`src/rtl/z88_memif.sv`:
```
// ============================================================================
// z88_memif : Blink chip-select slot interface onto one shared async SRAM bus.
// Optional Z88_MEMIF_STATS_EN adds saturating rd_count/wr_count outputs.
// Revision  : 1.0
// ============================================================================
`default_nettype none

module z88_memif #(
  parameter int                NCS       = 5,
  parameter int                AW        = 19,
  parameter int                DW        = 8,
  parameter int                RD_WAIT   = 2,
  parameter int                WR_WAIT   = 2,
  parameter logic [NCS-1:0]    WP_MASK   = 5'b00001,
  parameter logic [DW-1:0]     IDLE_DATA = 8'hFF,
  localparam int               SW        = $clog2(NCS)
) (
  input  logic              clk,
  input  logic              reset_n,
  input  logic [NCS-1:0]    cs_n,
  input  logic [AW-1:0]     ma,
  input  logic              roe_n,
  input  logic              wrb_n,
  input  logic [DW-1:0]     wdata,
  output logic [DW-1:0]     rdata,
  output logic              rvalid,
  output logic              wait_n,
  output logic [SW+AW-1:0]  ext_a,
  output logic [DW-1:0]     ext_do,
  input  logic [DW-1:0]     ext_di,
  output logic              ext_ce_n,
  output logic              ext_oe_n,
  output logic              ext_we_n,
  output logic              wp_err
`ifdef Z88_MEMIF_STATS_EN
  ,
  output logic [15:0]       rd_count,
  output logic [15:0]       wr_count
`endif
);

  localparam logic [3:0] RD_N = 4'(RD_WAIT);
  localparam logic [3:0] WR_N = 4'(WR_WAIT);

  typedef enum logic [1:0] {S_IDLE = 2'd0, S_ACCESS = 2'd1, S_HOLD = 2'd2} state_t;

  state_t            state_q, state_d;
  logic [SW-1:0]     sel_q, sel_d;
  logic              dir_rd_q, dir_rd_d;
  logic [3:0]        cnt_q, cnt_d;
  logic [SW+AW-1:0]  ext_a_q, ext_a_d;
  logic [DW-1:0]     ext_do_q, ext_do_d;
  logic              ce_n_q, ce_n_d, oe_n_q, oe_n_d, we_n_q, we_n_d;
  logic [DW-1:0]     rdata_q, rdata_d;
  logic              rvalid_q, rvalid_d;
  logic              wp_err_q, wp_err_d;
`ifdef Z88_MEMIF_STATS_EN
  logic [15:0]       rd_cnt_q, rd_cnt_d, wr_cnt_q, wr_cnt_d;
`endif

  logic              req, is_rd, prot, last, hold_ok, wait_c;
  logic [SW-1:0]     sel;

  // Lowest-numbered active select wins.
  always_comb begin
    sel = '0;
    for (int i = NCS - 1; i >= 0; i--) begin
      if (!cs_n[i]) sel = SW'(i);
    end
  end

  assign req     = ~&cs_n & (~roe_n | ~wrb_n);
  assign is_rd   = ~roe_n;
  assign prot    = ~is_rd & WP_MASK[sel];
  assign last    = (cnt_q == (dir_rd_q ? RD_N : WR_N));
  assign hold_ok = ~cs_n[sel_q] & (dir_rd_q ? ~roe_n : ~wrb_n);

  always_comb begin
    state_d  = state_q;
    sel_d    = sel_q;
    dir_rd_d = dir_rd_q;
    cnt_d    = cnt_q;
    ext_a_d  = ext_a_q;
    ext_do_d = ext_do_q;
    ce_n_d   = ce_n_q;
    oe_n_d   = oe_n_q;
    we_n_d   = we_n_q;
    rdata_d  = rdata_q;
    rvalid_d = rvalid_q;
    wp_err_d = 1'b0;
    wait_c   = 1'b1;
`ifdef Z88_MEMIF_STATS_EN
    rd_cnt_d = rd_cnt_q;
    wr_cnt_d = wr_cnt_q;
`endif
    case (state_q)
      S_IDLE: begin
        wait_c = ~req;
        if (req) begin
          state_d  = S_ACCESS;
          sel_d    = sel;
          dir_rd_d = is_rd;
          cnt_d    = 4'd0;
          ext_a_d  = {sel, ma};
          // Protected writes run the full timing with the SRAM left deselected.
          ce_n_d   = prot;
          oe_n_d   = ~is_rd;
          we_n_d   = is_rd | prot;
          wp_err_d = prot;
          if (!is_rd && !prot) ext_do_d = wdata;
        end
      end
      S_ACCESS: begin
        wait_c = 1'b0;
        cnt_d  = cnt_q + 4'd1;
        if (last) begin
          state_d = S_HOLD;
          ce_n_d  = 1'b1;
          oe_n_d  = 1'b1;
          we_n_d  = 1'b1;
          if (dir_rd_q) begin
            rdata_d  = ext_di;
            rvalid_d = 1'b1;
          end
`ifdef Z88_MEMIF_STATS_EN
          if (dir_rd_q && rd_cnt_q != 16'hFFFF) rd_cnt_d = rd_cnt_q + 16'd1;
          if (!dir_rd_q && wr_cnt_q != 16'hFFFF) wr_cnt_d = wr_cnt_q + 16'd1;
`endif
        end
      end
      S_HOLD: begin
        if (!hold_ok) begin
          state_d  = S_IDLE;
          rvalid_d = 1'b0;
          rdata_d  = IDLE_DATA;
        end
      end
      default: state_d = S_IDLE;
    endcase
  end

  always_ff @(posedge clk) begin
    if (!reset_n) begin
      state_q  <= S_IDLE;
      sel_q    <= '0;
      dir_rd_q <= 1'b0;
      cnt_q    <= 4'd0;
      ext_a_q  <= '0;
      ext_do_q <= '0;
      ce_n_q   <= 1'b1;
      oe_n_q   <= 1'b1;
      we_n_q   <= 1'b1;
      rdata_q  <= IDLE_DATA;
      rvalid_q <= 1'b0;
      wp_err_q <= 1'b0;
`ifdef Z88_MEMIF_STATS_EN
      rd_cnt_q <= 16'd0;
      wr_cnt_q <= 16'd0;
`endif
    end else begin
      state_q  <= state_d;
      sel_q    <= sel_d;
      dir_rd_q <= dir_rd_d;
      cnt_q    <= cnt_d;
      ext_a_q  <= ext_a_d;
      ext_do_q <= ext_do_d;
      ce_n_q   <= ce_n_d;
      oe_n_q   <= oe_n_d;
      we_n_q   <= we_n_d;
      rdata_q  <= rdata_d;
      rvalid_q <= rvalid_d;
      wp_err_q <= wp_err_d;
`ifdef Z88_MEMIF_STATS_EN
      rd_cnt_q <= rd_cnt_d;
      wr_cnt_q <= wr_cnt_d;
`endif
    end
  end

  // Reset overrides the combinational stall so the CPU is never held in reset.
  assign wait_n   = ~reset_n | wait_c;
  assign rdata    = rdata_q;
  assign rvalid   = rvalid_q;
  assign ext_a    = ext_a_q;
  assign ext_do   = ext_do_q;
  assign ext_ce_n = ce_n_q;
  assign ext_oe_n = oe_n_q;
  assign ext_we_n = we_n_q;
  assign wp_err   = wp_err_q;
`ifdef Z88_MEMIF_STATS_EN
  assign rd_count = rd_cnt_q;
  assign wr_count = wr_cnt_q;
`endif

endmodule

`default_nettype wire

```
`config.mk`:
```
export PLATFORM = sky130hd
export DESIGN_NAME = z88_memif
export DESIGN_NICKNAME = d
export VERILOG_FILES = /design/src/rtl/z88_memif.sv
export SDC_FILE = /design/constraint.sdc
export NUM_CORES = 1
export LEC_CHECK = 0
export BUFFER_PORTS_ARGS = -buffer_cell sky130_fd_sc_hd__buf_4
export CORE_MARGIN = 2
export CORE_UTILIZATION = 40
export CTS_CLUSTER_SIZE = 30
export DETAILED_ROUTE_END_ITERATION = 8
export PLACE_DENSITY = 0.68
export SYNTH_ARGS = -nofsm -noshare
export SYNTH_HDL_FRONTEND = slang
export SYNTH_SLANG_ARGS = --single-unit
```
`constraint.sdc`:
```
create_clock -name clk -period 1.8 [get_ports clk]
set_input_delay 0.18 -clock clk [delete_from_list [all_inputs] [get_ports clk]]
set_output_delay 0.18 -clock clk [all_outputs]
set_load 0.01 [all_outputs]
```
==> flow_metrics.py, run 1 <==
metrics = {
    "outcome": {
        "outcome": "finished clean",
    },
    "route": {
        "finalWirelength_mm": 5.004,
        "vias": 2010,
        "drc": 0,
        "avgViaCountPerCell": 4.902,
        "drt_iter0_markers": 111,
        "postRouteAntennaNets": 0,
        "wl_per_cell_um": 12.20,
        "first_pass_iters": 4,
    },
    "floorplan": {
        "io_pins": 88,
        "die_h_um": 77.80,
        "start_util_pct": 42.11,
        "core_area_um2": 5172,
        "die_w_um": 77.80,
        "die_area_um2": 6052,
        "row_count": 26,
    },
    "global_routing": {
        "grt_pass1_wl_mm": 8.390,
        "grt-ovfl-total": 0,
        "grt_max_degree": 35,
        "grt_pass1_vias": 1907,
        "track_usage_pct": 16.93,
        "antenna_found_initial": 0,
    },
    "synth": {
        "ys_seq_area_share_pct": 45.95,
        "synthCells": 250,
        "synth_edf_count": 0,
        "synth-simple-area-share_pct": 24.76,
        "synthTopCellsByArea": "dfxtp_1 (46%), nand2_1 (9.6%), a21boi_1 (5.5%)",
        "synth_top_area_cell": "dfxtp_1",
        "synth.distinct_cells": 39,
        "yosys_warnings": 0,
        "synth_top_family_by_area": "simple AND/OR/NAND/NOR gates",
        "synthAdderAreaFrac_pct": 1.149,
        "synth_compound_area_share_pct": 18.15,
        "synth_nets": 296,
        "muxShareOfSynthArea_pct": 5.399,
        "async_flop_share_pct": 0,
        "avgSynthCellArea_um2": 8.713,
        "netlist.area_leader.share_pct": 45.95,
        "ys.flop_type": "dfxtp_1",
        "netlist_area_um2": 2178,
        "ys_seq_elements": 50,
        "synth_xor_area_share_pct": 0,
    },
    "min_path": {
        "min_path_type": "primary input to flip-flop",
        "worstHoldPathCells": 3,
    },
    "clocking": {
        "postCtsHoldBufs": 0,
        "tritoncts": "yes",
        "clk_pin_slew_ns": 0.09,
        "root_buffer": "clkbuf_8",
        "clock_path_buffers": 2,
        "cts_max_level": 2,
        "clkLatencyLatePin_ns": 0.29,
        "clock-sinks": 50,
        "postCtsSetupRepairBufs": 0,
        "cts_buffers": 5,
        "ctsResizeCount": 0,
    },
    "placement": {
        "dp.cells": 403,
        "portBuffers": 87,
        "dp.final_hpwl_mm": 3.703,
        "dpl_cell_area_um2": 2913,
        "place_congestion": 0.7683,
    },
    "setup_path": {
        "max_stage_delay_ns": 0.51,
        "critical_path_class": "flip-flop to flip-flop",
        "required_ns": 1.98,
        "timing.critical_path.slowest_stage_cell": "mux4_2",
        "worst-path-max-fanout": 9,
        "path_cells": "mux4_2 -> mux2_4 -> nor3_1 -> o21ai_1",
        "reg2reg_depth": 4,
        "critPathCaptureType": "flip-flop",
        "crit_arrival_ns": 1.82,
        "critPathLaunchType": "flip-flop",
    },
    "timing": {
        "relSlewSlack_pct": 66.36,
        "clock_skew_ns": 0.004785,
        "fin_crit_sh_pct": 90.98,
        "max_slew.worst_pin.slew_ns": 0.5008,
        "setup_tns_ns": 0,
        "setup_viol": 0,
        "final-max-slew-violation-count": 0,
        "hold_viol": 0,
        "rsz0062_at_grt": "no",
        "fin_crit_ns": 1.638,
        "fmax_mhz": 610.6,
    },
    "flow_run": {
        "maxCapViolations": 0,
    },
    "cells_and_area": {
        "final-instance-count-excl-fill": 410,
        "nets": 386,
        "syn_to_final_growth_pct": 38.89,
        "fin_area_um2": 3025,
        "diodes": 0,
        "fillers": 495,
        "final_util_pct": 58.49,
        "layout-drive-gt1-share_pct": 32.65,
    },
    "power": {
        "leakage_nw": 1.355,
        "cellPowerDensity_nw_per_um2": 789.8,
        "peakVddDrop_mv": 0.3332,
        "total_power_w": 0.002390,
    },
}
[report_power, final]
part / internal, W / switching [W]
Sequential: 0.00116 / 0.0000378
Combinational: 0.000209 / 0.000190
Clock: 0.000445 / 0.000348
Total: 0.00181 / 0.000575
[cell families (layout without fill, tap and decap cells)]
group | Yosys count | in the layout
simple gates | 111 | 111
buf+inv | 19 | 109
flops | 50 | 50
compound gates | 58 | 58
mux | 10 | 10
fa+ha+maj | 2 | 2
[Yosys cell counts (2+ instances only)]
master / number
nor2_1: 4
inv_1: 5
a21oi_1: 3
nand2b_1: 11
ha_1: 2
nor3b_1: 2
a21boi_1: 16
buf_4: 5
o211a_1: 2
buf_2: 2
nor3_1: 12
o21a_1: 2
nand4_1: 3
nand3_1: 11
o21ai_1: 8
clkbuf_1: 6
nor2b_1: 4
a21boi_0: 8
mux2i_1: 8
dfxtp_1: 50
nand2_1: 56
o21ai_0: 13
[worst max-delay path, delay by kind of cell (launching register included)]
family	cells	cell delay (ns)
and+or+nand+nor	1	0.16
muxes	2	0.86
AOI/OAI and AO/OA	1	0.11
DFF	1	0.40
[routing by layer]
layer,track usage [%],part of all wire (%),vias up
li1,-,-,1033
met1,20.30,43,924
met2,29.66,51,47
met3,3.372,5.1,6
met4,6.429,1.5,0
met5,0,0,-
[final timing paths]
check	start	slack [ns]	end
min	ma[8]	0.12	ext_a[8]
min reg2reg	ext_a[15]	0.46	ext_a[15]
max	sel_q[1]	0.16	rdata[7]
max reg2reg	sel_q[1]	0.16	rdata[7]
[cells in the final DEF (no fill, tap or decap), drive strengths merged, types with 2 or more instances in the layout]
| master | n |
|---|---|
| dfxtp | 50 |
| nor2 | 5 |
| o21ai | 22 |
| a21boi | 24 |
| nand4 | 3 |
| nor3b | 2 |
| buf | 97 |
| nor3 | 12 |
| o211a | 2 |
| a21oi | 3 |
| mux2i | 8 |
| clkbuf | 6 |
| o21a | 2 |
| ha | 2 |
| nand2 | 56 |
| nand3 | 11 |
| nand2b | 12 |
| inv | 5 |
| nor2b | 4 |
[final cells by class]
cell class | count | area [um^2] | share of cell area, %
multi-input cells | 181 | 1077 | 35.61
flip-flops and latches | 50 | 1001 | 33.09
repair buffers | 97 | 728.2 | 24.07
well taps | 70 | 87.58 | 2.895
clock buffers | 6 | 82.58 | 2.730
clock inverters | 1 | 30.03 | 0.9926
inverters | 5 | 18.77 | 0.6203
[flip-flops by register name, summed over array words and instances (netlist names)]
register	cells
cnt_q	4
ext_ce_n	1
wp_err	1
rdata	8
sel_q	3
rvalid	1
state_q	2
ext_oe_n	1
ext_a	19
ext_do	8
dir_rd_q	1
ext_we_n	1
[through the flow]
step / hold slack, ns / worst slack [ns]
2_1_floorplan: 0.3148 / 0.2207
3_3_place_gp: 0.4269 / 0.2509
3_5_place_dp: 0.4386 / 0.1881
4_1_cts: 0.1204 / 0.1745
5_1_grt: 0.1203 / 0.07836
6_report: 0.1244 / 0.1624
(Power assumes the default switching activity.)
==> run 2: changes to the inputs <==
- SKIP_CTS_REPAIR_TIMING: not set -> 1
- clock period: 1.8 -> 2 ns (I/O delays scaled with it)
==> flow_metrics.py, run 2 (synthesized netlist as in run 1, its figures left out) <==
metrics = {
    "route": {
        "avgViaCountPerCell": 4.896,
        "vias": 1983,
        "wl_per_cell_um": 12.41,
        "first_pass_iters": 4,
        "drt_iter0_markers": 103,
        "postRouteAntennaNets": 0,
        "finalWirelength_mm": 5.027,
        "drc": 0,
    },
    "min_path": {
        "worstHoldEndpoint": "ext_a[3]",
        "worstHoldPathCells": 3,
        "hp-start": "ma[3]",
        "min_path_type": "primary input to flip-flop",
    },
    "cells_and_area": {
        "diodes": 0,
        "nets": 380,
        "fin_area_um2": 2962,
        "largest_reg_flops": 19,
        "layout-drive-gt1-share_pct": 31.64,
        "final_cell_mix": "buf_4 (91), nand2_1 (56), dfxtp_1 (50), a21boi_1 (16), o21ai_0 (13)",
        "final-instance-count-excl-fill": 405,
        "final_util_pct": 57.26,
        "final_common_cell": "buf_4",
        "syn_to_final_growth_pct": 35.96,
        "fillers": 490,
    },
    "setup_path": {
        "r2r-end": "ext_do[2]",
        "crit_arrival_ns": 1.45,
        "reg2reg_depth": 4,
        "worst-path-max-fanout": 9,
        "critPathLaunchType": "flip-flop",
        "critical_path_class": "flip-flop to output port",
        "timing.critical_path.slowest_stage_cell": "o311ai_2",
        "max_stage_delay_ns": 0.47,
        "r2r_setup_slack_ns": 0.37,
        "critPathCaptureType": "output port",
        "cp_num_buf_inv": 2,
        "path_cells": "o311ai_2 -> inv_1 -> nand2_1 -> buf_4",
        "rr_startpoint": "state_q[0]",
        "required_ns": 1.80,
        "critPathTopFamily": "compound AO/OA/AOI/OAI gates",
    },
    "placement": {
        "dp.final_hpwl_mm": 3.530,
        "dp.cells": 397,
        "place_congestion": 0.8002,
        "portBuffers": 87,
        "dpl_cell_area_um2": 2868,
    },
    "global_routing": {
        "track_usage_pct": 17.23,
        "grt_pass1_wl_mm": 8.431,
        "grt_pass1_vias": 1847,
        "grt-ovfl-total": 0,
        "grt_max_degree": 60,
        "antenna_found_initial": 0,
    },
    "clocking": {
        "root_buffer": "clkbuf_8",
        "cts_max_level": 2,
        "cts_buffers": 5,
        "tritoncts": "yes",
        "clk_pin_slew_ns": 0.10,
        "clkLatencyLatePin_ns": 0.31,
        "clock-sinks": 50,
        "clock_path_buffers": 2,
    },
    "power": {
        "cellPowerDensity_nw_per_um2": 684.8,
        "peakVddDrop_mv": 0.3737,
        "leakage_nw": 1.314,
    },
    "timing": {
        "relSlewSlack_pct": 64.30,
        "setup_tns_ns": 0,
        "fmax_mhz": 605.5,
        "clock_skew_ns": 0.007859,
        "rsz0062_at_grt": "no",
        "fin_crit_ns": 1.652,
        "hold_viol": 0,
        "setup_viol": 0,
        "max_slew.worst_pin.slew_ns": 0.5340,
        "fin_crit_sh_pct": 82.58,
        "final-max-slew-violation-count": 0,
    },
    "floorplan": {
        "die_w_um": 77.80,
        "core_area_um2": 5172,
        "die_area_um2": 6052,
        "die_h_um": 77.80,
        "start_util_pct": 42.11,
        "io_pins": 88,
        "row_count": 26,
    },
    "flow_run": {
        "maxCapViolations": 0,
    },
    "outcome": {
        "outcome": "finished clean",
    },
}
[run 2: power breakdown]
part	switching, W	total, W	internal (W)
clock	0.000349	0.000602	0.000253
sequential	0.0000328	0.00108	0.00104
combinational	0.000171	0.000348	0.000178
total	0.000553	0.00203	0.00148
[run 2: metal layers]
layer	routed length [um]	share of wire (%)	track usage, %	up-vias
li1	-	-	-	1025
met3	239	4.8	4.767	6
met5	0	0	0	-
met2	2425	48	29.05	44
met1	2268	45	20.75	908
met4	93	1.9	6.607	0
[run 2: metrics by stage]
| stage | setup slack, ns | total power, W | hold WS [ns] |
|---|---|---|---|
| after CTS | 0.3060 | 0.002062 | 0.1172 |
| after floorplan | 0.4207 | 0.001279 | 0.3348 |
| after global placement | 0.3896 | 0.001447 | 0.4405 |
| after global routing | 0.1837 | 0.002150 | 0.1216 |
| after detailed placement | 0.3440 | 0.001453 | 0.4453 |
| final | 0.3484 | 0.002028 | 0.1299 |
[run 2: worst max path at each step]
stage	slack [ns]	startpoint	to	cells after the start
2_1_floorplan	0.42	sel_q[1]	rdata[0]	4
3_3_place_gp	0.39	sel_q[1]	rdata[1]	4
3_5_place_dp	0.34	state_q[0]	ext_do[2]	4
4_1_cts	0.31	state_q[0]	wait_n	4
5_1_grt	0.18	state_q[0]	wait_n	4
6_report	0.35	state_q[0]	wait_n	4
[run 2: worst register-to-register path, delay by kind of cell (launching register included)]
kind,cells,cell delay [ns]
flip-flops,1,0.40
AO/OA/AOI/OAI,1,0.10
AND/OR/NAND/NOR,3,1.01
[run 2: cell type report]
class	instances	area, um^2	share of cell area, %
Multi-Input combinational cell	181	1077	36.38
Tap cell	70	87.58	2.957
Inverter	5	18.77	0.6337
Clock inverter	3	25.02	0.8450
Clock buffer	5	68.82	2.324
Sequential cell	50	1001	33.80
Timing Repair Buffer	91	683.2	23.07
